**config.mk**
```make
export PLATFORM = sky130hd
export DESIGN_NAME = axi_llc_miss_cnt_tracker
export DESIGN_NICKNAME = d
export VERILOG_FILES = /design/src/rtl/axi_llc_miss_cnt_tracker_pkg.sv /design/src/rtl/axi_llc_miss_cnt_tracker_lzc.sv /design/src/rtl/axi_llc_miss_cnt_tracker.sv
export SDC_FILE = /design/constraint.sdc
export NUM_CORES = 1
export LEC_CHECK = 0
export BUFFER_PORTS_ARGS = -buffer_cell sky130_fd_sc_hd__buf_2
export CELL_PAD_IN_SITES_DETAIL_PLACEMENT = 0
export CELL_PAD_IN_SITES_GLOBAL_PLACEMENT = 1
export CORE_ASPECT_RATIO = 0.9
export CORE_UTILIZATION = 32
export CTS_CLUSTER_SIZE = 20
export DETAILED_ROUTE_END_ITERATION = 6
export PLACE_DENSITY_LB_ADDON = 0.2
export RECOVER_POWER = 100
export SYNTH_ARGS = -nofsm -noshare
export SYNTH_HDL_FRONTEND = slang
export SYNTH_SLANG_ARGS = --single-unit
```
**constraint.sdc**
```tcl
create_clock -name clk_i -period 2.3 [get_ports clk_i]
set_clock_uncertainty 0.05 [all_clocks]
set_input_delay 0 -clock clk_i [delete_from_list [all_inputs] [get_ports clk_i]]
set_output_delay 0 -clock clk_i [all_outputs]
set_load 0.05 [all_outputs]
```
**src/rtl/axi_llc_miss_cnt_tracker_pkg.sv**
```systemverilog
// Shared types and helpers for the LLC miss-counter tracker.
// Width-dependent entry layouts are typedef'd in the top from its parameters.
package axi_llc_pkg;

  typedef enum logic {
    RW_READ  = 1'b0,
    RW_WRITE = 1'b1
  } rw_e;

  localparam int unsigned DefNumCnt   = 4;
  localparam int unsigned DefCntWidth = 4;
  localparam int unsigned DefIdWidth  = 6;

  function automatic int unsigned idx_width(input int unsigned n);
    return (n > 1) ? $clog2(n) : 1;
  endfunction

endpackage

```
**src/rtl/axi_llc_miss_cnt_tracker_lzc.sv**
```systemverilog
// Trailing (MODE=0) or leading (MODE=1) zero counter, same interface as common_cells lzc.
// empty_o flags an all-zero input; cnt_o is 0 in that case.
module axi_llc_miss_cnt_tracker_lzc #(
  parameter int unsigned WIDTH = 4,
  parameter bit          MODE  = 1'b0,
  localparam int unsigned CntWidth = (WIDTH > 1) ? $clog2(WIDTH) : 1
) (
  input  logic [WIDTH-1:0]    in_i,
  output logic [CntWidth-1:0] cnt_o,
  output logic                empty_o
);

  // Scan from the far end so the position closest to the counted end wins.
  always_comb begin
    cnt_o = '0;
    for (int i = int'(WIDTH) - 1; i >= 0; i--) begin
      if (in_i[MODE ? (int'(WIDTH) - 1 - i) : i]) begin
        cnt_o = CntWidth'(i);
      end
    end
  end

  assign empty_o = ~|in_i;

endmodule

```
**src/rtl/axi_llc_miss_cnt_tracker.sv**
```systemverilog
// Per-(ID, direction) outstanding miss counters between the hit/miss and merge units.
// Outputs are combinational from registered state and the up/query IDs only.
module axi_llc_miss_cnt_tracker
  import axi_llc_pkg::*;
#(
  parameter int unsigned NumCnt   = DefNumCnt,
  parameter int unsigned CntWidth = DefCntWidth,
  parameter int unsigned IdWidth  = DefIdWidth
) (
  input  logic               clk_i,
  input  logic               rst_ni,
  input  logic [IdWidth-1:0] up_id_i,
  input  logic               up_rw_i,
  input  logic               up_valid_i,
  output logic               up_ready_o,
  input  logic [IdWidth-1:0] down_id_i,
  input  logic               down_rw_i,
  input  logic               down_valid_i,
  input  logic [IdWidth-1:0] query_id_i,
  input  logic               query_rw_i,
  output logic               query_pending_o,
  output logic               busy_o
);

  localparam int unsigned IdxWidth = idx_width(NumCnt);

  typedef logic [CntWidth-1:0] cnt_t;
  typedef logic [IdWidth-1:0]  id_t;

  typedef struct packed {
    logic valid;
    id_t  id;
    rw_e  rw;
    cnt_t cnt;
  } miss_cnt_entry_t;

  miss_cnt_entry_t entry_reg  [NumCnt];
  miss_cnt_entry_t entry_next [NumCnt];

  logic [NumCnt-1:0]   up_match;
  logic [NumCnt-1:0]   up_sat;
  logic [NumCnt-1:0]   down_match;
  logic [NumCnt-1:0]   query_match;
  logic [NumCnt-1:0]   invalid_mask;
  logic [IdxWidth-1:0] free_idx;
  logic                table_full;
  logic                up_hit;
  logic                up_fire;

  for (genvar gi = 0; gi < NumCnt; gi++) begin : g_match
    assign invalid_mask[gi] = ~entry_reg[gi].valid;
    assign up_match[gi]     = entry_reg[gi].valid && (entry_reg[gi].id == up_id_i)
                              && (entry_reg[gi].rw == rw_e'(up_rw_i));
    assign up_sat[gi]       = up_match[gi] && (&entry_reg[gi].cnt);
    assign down_match[gi]   = entry_reg[gi].valid && (entry_reg[gi].id == down_id_i)
                              && (entry_reg[gi].rw == rw_e'(down_rw_i));
    assign query_match[gi]  = entry_reg[gi].valid && (entry_reg[gi].id == query_id_i)
                              && (entry_reg[gi].rw == rw_e'(query_rw_i));
  end

  // Allocation sees only the registered invalid mask, so a same-cycle free is not reused.
  axi_llc_miss_cnt_tracker_lzc #(
    .WIDTH (NumCnt),
    .MODE  (1'b0)
  ) i_free_lzc (
    .in_i    (invalid_mask),
    .cnt_o   (free_idx),
    .empty_o (table_full)
  );

  assign up_hit          = |up_match;
  assign up_ready_o      = up_hit ? ~|up_sat : ~table_full;
  assign up_fire         = up_valid_i & up_ready_o;
  assign query_pending_o = |query_match;
  assign busy_o          = ~&invalid_mask;

  for (genvar gi = 0; gi < NumCnt; gi++) begin : g_entry
    logic inc, dec, alloc;

    assign inc   = up_fire & up_match[gi];
    assign dec   = down_valid_i & down_match[gi];
    assign alloc = up_fire & ~up_hit & ~table_full & (free_idx == IdxWidth'(gi));

    always_comb begin
      entry_next[gi] = entry_reg[gi];
      if (alloc) begin
        entry_next[gi].valid = 1'b1;
        entry_next[gi].id    = up_id_i;
        entry_next[gi].rw    = rw_e'(up_rw_i);
        entry_next[gi].cnt   = cnt_t'(1);
      end else if (inc && !dec) begin
        entry_next[gi].cnt = entry_reg[gi].cnt + cnt_t'(1);
      end else if (dec && !inc) begin
        entry_next[gi].cnt = entry_reg[gi].cnt - cnt_t'(1);
        if (entry_reg[gi].cnt == cnt_t'(1)) begin
          entry_next[gi].valid = 1'b0;
        end
      end
    end

    always_ff @(posedge clk_i or negedge rst_ni) begin
      if (!rst_ni) begin
        entry_reg[gi] <= '0;
      end else begin
        entry_reg[gi] <= entry_next[gi];
      end
    end
  end

`ifndef SYNTHESIS
  // A count-down must always correspond to a tracked miss.
  a_down_has_match: assert property (@(posedge clk_i) disable iff (!rst_ni)
    down_valid_i |-> |down_match);

  // A stalled count-up request must be held until accepted.
  a_up_valid_stable: assert property (@(posedge clk_i) disable iff (!rst_ni)
    (up_valid_i && !up_ready_o) |=> up_valid_i);
`endif

endmodule

```
==> results of run 1 <==
-- layer usage --
layer,vias to the layer above,global-route usage,wire [um]
li1,1554,-,-
met1,1524,0.2656,5360
met2,36,0.2810,4715
met3,10,0.03190,247
met4,0,0.04121,93
met5,-,0,0
-- final timing paths --
path / cells after the start / endpoint / startpoint
max in group asynchronous: 3 / entry_reg[32] / rst_ni
min in group asynchronous: 2 / entry_reg[26] / rst_ni
min: 2 / entry_reg[6] / up_id_i[1]
max: 7 / entry_reg[36] / entry_reg[46]
min reg2reg: 2 / entry_reg[3] / entry_reg[3]
max reg2reg: 7 / entry_reg[36] / entry_reg[46]
-- cells by family after synthesis --
logic type	after synthesis	share of synthesized area
AOI/OAI and AO/OA	28	0.05376
and+or+nand+nor	141	0.2127
muxes	33	0.09816
adders and majority gates	16	0.05075
buffers and inverters	32	0.04941
xor gates and xnor gates	91	0.2147
DFF	48	0.3205
-- area by class of cell --
type,instances,share of cell area
Clock inverter,3,0.009640
Timing Repair Buffer,101,0.1497
Clock buffer,5,0.02537
Multi-Input combinational cell,309,0.5226
Inverter,12,0.009132
Sequential cell,48,0.2440
Tap cell,156,0.03957
-- timing repair --
item                                    in CTS  in global routing
resized for setup                           18                 26
pin swaps                                    6                 18
endpoints found under the setup margin      12                 29
buffers inserted                             4                  3
endpoints found under the hold margin       13                  0
hold buffers                                 1                  0
-- cells in the final DEF, fill, tap and decap left out, types with 3 or more instances in the layout --
cell	netlist	final
a21oi_1	4	4
a311oi_1	4	4
and4_1	3	3
buf_2	4	24
buf_4	1	65
buf_6	6	6
clkbuf_16	0	5
dfrtp_1	48	46
ha_1	12	12
inv_1	12	12
maj3_1	4	3
mux2_2	30	30
nand2_1	27	27
nand3_1	15	15
nand3b_1	3	3
nand4_1	21	21
nand4bb_1	4	3
nor2_1	20	20
nor3_1	15	10
nor3_4	0	3
nor4_1	11	11
o21ai_0	4	3
or4_4	0	3
xnor2_1	48	35
xnor2_2	1	14
xor2_1	42	42
-- per-stage QoR --
| stage | setup slack [ps] | cells | setup TNS [ps] | instance area (um^2) |
|---|---|---|---|---|
| 2_1_floorplan | 71.72 | 389 | 0 | 3766 |
| 3_3_place_gp | -147.8 | 618 | -586.3 | 4477 |
| 3_5_place_dp | -128.4 | 618 | -640.4 | 4477 |
| 4_1_cts | -27.17 | 631 | -29.11 | 4783 |
| 5_1_grt | -136.6 | 634 | -831.6 | 4932 |
| 6_report | -24.25 | 634 | -50.14 | 4932 |
-- power groups by stage --
| stage | clock, mW | combinational (mW) | sequential (mW) |
|---|---|---|---|
| 2_1_floorplan | 0 | 1.70 | 1.66 |
| 3_5_place_dp | 0 | 2.96 | 1.52 |
| 4_1_cts | 0.903 | 3.12 | 1.52 |
| 6_report | 0.881 | 3.23 | 1.54 |
| 3_3_place_gp | 0 | 2.93 | 1.52 |
| 5_1_grt | 0.929 | 3.53 | 1.59 |
-- critical path, stage by stage, from the launching register on --
cell,delay [ps]
dfrtp_1,420
xnor2_2,200
nand4_1,90
or3_4,350
or4_4,590
xnor2_2,190
nand2_1,70
mux2_2,250
==> flow_summary.yaml, run 1 <==
outcome:
  status: "finished with violations"
  violations: "negative setup slack"
drt:
  first_pass_iters: 4
  route.detailed.drc: 0
  postRouteAntennaNets: 0
  num_vias: 3124
  via_per_inst: 4.927
  wl_per_cell_um: 16.43
  first_iter_violations: 128
  drt-total-wl_um: 10420
cells_and_area:
  multi_input_area_um2: 2577
  ff_latch_area_um2: 1204
  drive_above_1_share: 0.3661
  fin_util: 0.4313
  syn2layout_area_growth_pct: 31.62
  finalNetCount: 514
  diodes: 0
  largest_reg_flops: 48
  fillCellCount: 1145
die:
  dieArea_um2: 12150
  die_y_um: 104.7
  coreArea_um2: 11430
  fp-row-count: 37
  io_pins: 28
  dieWidth_um: 116.1
  start_util: 0.3277
global_route:
  first_global_vias: 3151
  grt_use_total: 0.1832
  overflow: 0
  grt_max_degree: 36
  grt_pass1_wl_um: 16990
  antenna_found_initial: 0
clock_tree:
  cts-htree-levels: 2
  cts_num_sinks: 48
  cts_tree: "yes"
  cts_buffer_depth: 2
  clk_pin_slew_ps: 70
  cts_made_buffers: 5
  root_buffer: "clkbuf_16"
  worst_skew_pair.late_latency_ps: 300
power_and_ir_drop:
  irDropWorstVdd_mv: 0.5910
  swShare: 0.3922
  seqPwrFrac: 0.272
  power.switching_mw: 2.214
  pwr-share-comb: 0.572
  power_mw: 5.644
  intPower_mw: 3.430
  power.leakage_nw: 2.131
  powerDensity_nw_per_um2: 1144
  clock_power_share: 0.156
setup_path:
  reg2reg_slack_ps: -20
  cp-start-kind: "flop"
  crit_path_max_fanout: 6
  worstPathArrival_ps: 2460
  critPathCaptureType: "flop"
  critical_path_class: "flop to flop"
  crit_required_ps: 2440
yosys:
  synth_top_area_cell: "dfrtp_1"
  synthTopCellsByArea: "dfrtp_1 32%, xnor2_1 11%, xor2_1 9.8%, mux2_2 9.0%, ha_1 4.0%"
  avgSynthCellArea_um2: 9.633
  ys_ff_latch: 48
  postSynthCellCount: 389
  synth_common_cells: "48 x dfrtp_1, 48 x xnor2_1, 42 x xor2_1"
  async_reset_ff_frac: 1.000
  synthesis.nets: 426
  synth_warnings: 0
  ys.flop_type: "dfrtp_1"
  netlist_area_um2: 3747
  yosysTopAreaCellShare: 0.3205
  ys_seq_area_frac: 0.3205
  synth_cell_types: 50
  synth-edff-count: 0
timing:
  tightest_slew_ps: 932.2
  hold_violations: 0
  rsz0062_at_grt: "true"
  relSlewSlack: 0.3785
  worst_slack_ps: -24.25
  max_freq_ghz: 0.4302
  slew_viol_final: 0
  hold_ws_ps: 90.42
  period_needed_ps: 2324
  period_share: 1.011
  setup_viol: 3
placed_design:
  gp_congestion: 0.8108
  numPortBuffers: 27
  hpwlAfterDp_um: 7950
flow_run:
  cap_violations: 0
hold_path:
  hp-class: "input pin to flop"
No activity file was read; power rests on OpenSTA's default activity.
==> run 2, diff against run 1 <==
--- a/config.mk
+++ b/config.mk
@@ -14,6 +14,7 @@
 export DETAILED_ROUTE_END_ITERATION = 6
 export PLACE_DENSITY_LB_ADDON = 0.2
 export RECOVER_POWER = 100
+export SETUP_SLACK_MARGIN = 0.4
 export SYNTH_ARGS = -nofsm -noshare
 export SYNTH_HDL_FRONTEND = slang
 export SYNTH_SLANG_ARGS = --single-unit
==> constraint.sdc (replaced) <==
create_clock -name clk_i -period 2.3 [get_ports clk_i]
set_clock_uncertainty 0.05 [all_clocks]
set_input_delay 0 -clock clk_i [delete_from_list [all_inputs] [get_ports clk_i]]
set_output_delay 0 -clock clk_i [all_outputs]
set_load 0.1 [all_outputs]
==> run 2 against run 1 <==
The run still ends with negative setup slack left. Wire length rose by 8.4%. First-iteration DRC count rose by 20%. Utilization rose by 6.1 points. Fmax fell by 3.6%. Non-clock buffer count rose by 29. Worst setup slack got worse by 88 ps. Cell count rose by 4.6%. Sequential cell count did not move. Global-route usage rose by 1.2 points. Sequential power barely moved. Via count rose by 6.4%. Critical path depth rose by 2. Critical path type is now flop to output pin. Critical endpoint is now up_ready_o. Largest cell class unchanged.
==> flow_summary.yaml, run 2 (same netlist as run 1, synthesis figures left out) <==
setup_path:
  crit_top_cell: "buf_6"
  critPathSlowestCell: "dfrtp_1"
  path_delay_family: "simple AND/OR/NAND/NOR gates"
  path_buf_inv: 3
  worst_path_largest_cell_delay_ps: 410
  worstPathArrival_ps: 2360
  critPathCaptureType: "output pin"
  cp-start-kind: "flop"
  reg2reg_slack_ps: -100
  crit_required_ps: 2250
  crit_path_max_fanout: 2
  crit_path_cell_trace: "xnor2_2, nand4_1, or3_4, buf_6, buf_6, and3_4, a31oi_4, nor4bb_4, buf_12"
  critical_path_class: "flop to output pin"
timing:
  relSlewSlack: 0.1137
  setup_viol: 15
  max_freq_ghz: 0.4146
  hold_violations: 0
  period_needed_ps: 2412
  tightest_slew_ps: 1329
  rsz0062_at_grt: "true"
  worst_slack_ps: -111.8
  slew_viol_final: 0
  period_share: 1.049
outcome:
  violations: "negative setup slack"
  status: "finished with violations"
power_and_ir_drop:
  irDropWorstVdd_mv: 0.5680
  power.leakage_nw: 2.439
  power_mw: 6.485
  powerDensity_nw_per_um2: 1152
drt:
  num_vias: 3324
  drt-total-wl_um: 11300
  route.detailed.drc: 0
  first_iter_violations: 153
  first_pass_iters: 5
  via_per_inst: 5.014
  wl_per_cell_um: 17.04
  postRouteAntennaNets: 0
flow_run:
  cap_violations: 0
placed_design:
  placed_cell_area_um2: 4597
  numPortBuffers: 27
  gp_congestion: 0.7972
  hpwlAfterDp_um: 8012
cells_and_area:
  syn2layout_area_growth_pct: 50.25
  largest_reg_flops: 48
  diodes: 0
  final_common_cell: "buf_4"
  final_cell_mix: "71 x buf_4, 46 x dfrtp_1, 41 x xor2_1"
  fin_area_um2: 5630
  ff_latch_area_um2: 1204
  finalNetCount: 543
  multi_input_area_um2: 2899
  fin_util: 0.4924
  fillCellCount: 1083
  drive_above_1_share: 0.4675
clock_tree:
  cts_buffer_depth: 2
  cts_made_buffers: 5
  cts-htree-levels: 2
  cts_tree: "yes"
  worst_skew_pair.late_latency_ps: 300
  cts_num_sinks: 48
  clk_pin_slew_ps: 70
  root_buffer: "clkbuf_16"
global_route:
  grt_max_degree: 29
  overflow: 0
  first_global_vias: 3288
  grt_pass1_wl_um: 18100
  antenna_found_initial: 0
  grt_use_total: 0.1957
die:
  coreArea_um2: 11430
  fp-row-count: 37
  dieWidth_um: 116.1
  die_y_um: 104.7
  io_pins: 28
  dieArea_um2: 12150
  start_util: 0.3277
hold_path:
  hp-class: "input pin to flop"
[run 2: final timing paths]
| check | from | end | cells past startpoint |
|---|---|---|---|
| setup / recovery | entry_reg[41] | up_ready_o | 9 |
| hold / removal | up_id_i[1] | entry_reg[18] | 2 |
| setup reg to reg | entry_reg[30] | entry_reg[25] | 8 |
| hold reg to reg | entry_reg[35] | entry_reg[35] | 1 |
| max in group asynchronous | rst_ni | entry_reg[29] | 3 |
| min in group asynchronous | rst_ni | entry_reg[0] | 2 |
[run 2: what timing repair did]
| item | in CTS | in global routing |
|---|---|---|
| hold buffers | 1 | 0 |
| gates cloned | 3 | 2 |
| setup endpoints to repair | 50 | 50 |
| pin swaps | 22 | 30 |
| buffers inserted | 13 | 8 |
| hold endpoints to repair | 20 | 0 |
| gates resized for setup | 91 | 43 |
[run 2: layer usage]
layer | global-route usage | wire (um) | vias to the layer above
li1 | - | - | 1618
met1 | 0.2779 | 5577 | 1652
met2 | 0.3129 | 5308 | 42
met3 | 0.03016 | 301 | 12
met4 | 0.03755 | 108 | 0
met5 | 0 | 0 | -
[run 2: layout make-up]
cell class | count | area share
multi-input combinational | 309 | 0.5149
sequential | 48 | 0.2138
timing repair buffer | 130 | 0.1929
tap | 156 | 0.03467
clock buffer | 5 | 0.02222
clock inverter | 3 | 0.01222
inverter | 12 | 0.009333
[run 2: stage by stage]
stage	setup TNS (ps)	cells	setup slack (ps)	hold slack (ps)
4_1_cts	-435.2	653	-132.4	68.66
3_3_place_gp	-341.6	628	-77.64	-7.925
2_1_floorplan	-145.9	389	-127.4	-345.6
5_1_grt	-5880	663	-221.4	93.82
6_report	-576.0	663	-111.8	84.47
3_5_place_dp	-433.2	628	-125.7	-1.968
[run 2: worst register-to-register path: cells and delay by family (launching register included)]
| kind | cells | cell delay [ps] |
|---|---|---|
| AND/OR/NAND/NOR | 3 | 650 |
| buffers and inverters | 2 | 470 |
| flip-flops | 1 | 400 |
| adder cells (fa/ha/maj) | 1 | 340 |
| AO/OA/AOI/OAI | 1 | 210 |
| XOR/XNOR | 1 | 190 |
[run 2: power breakdown]
group          internal, mW  switching (mW)
Sequential             1.22           0.304
Combinational          2.12            1.86
Clock                 0.628           0.356
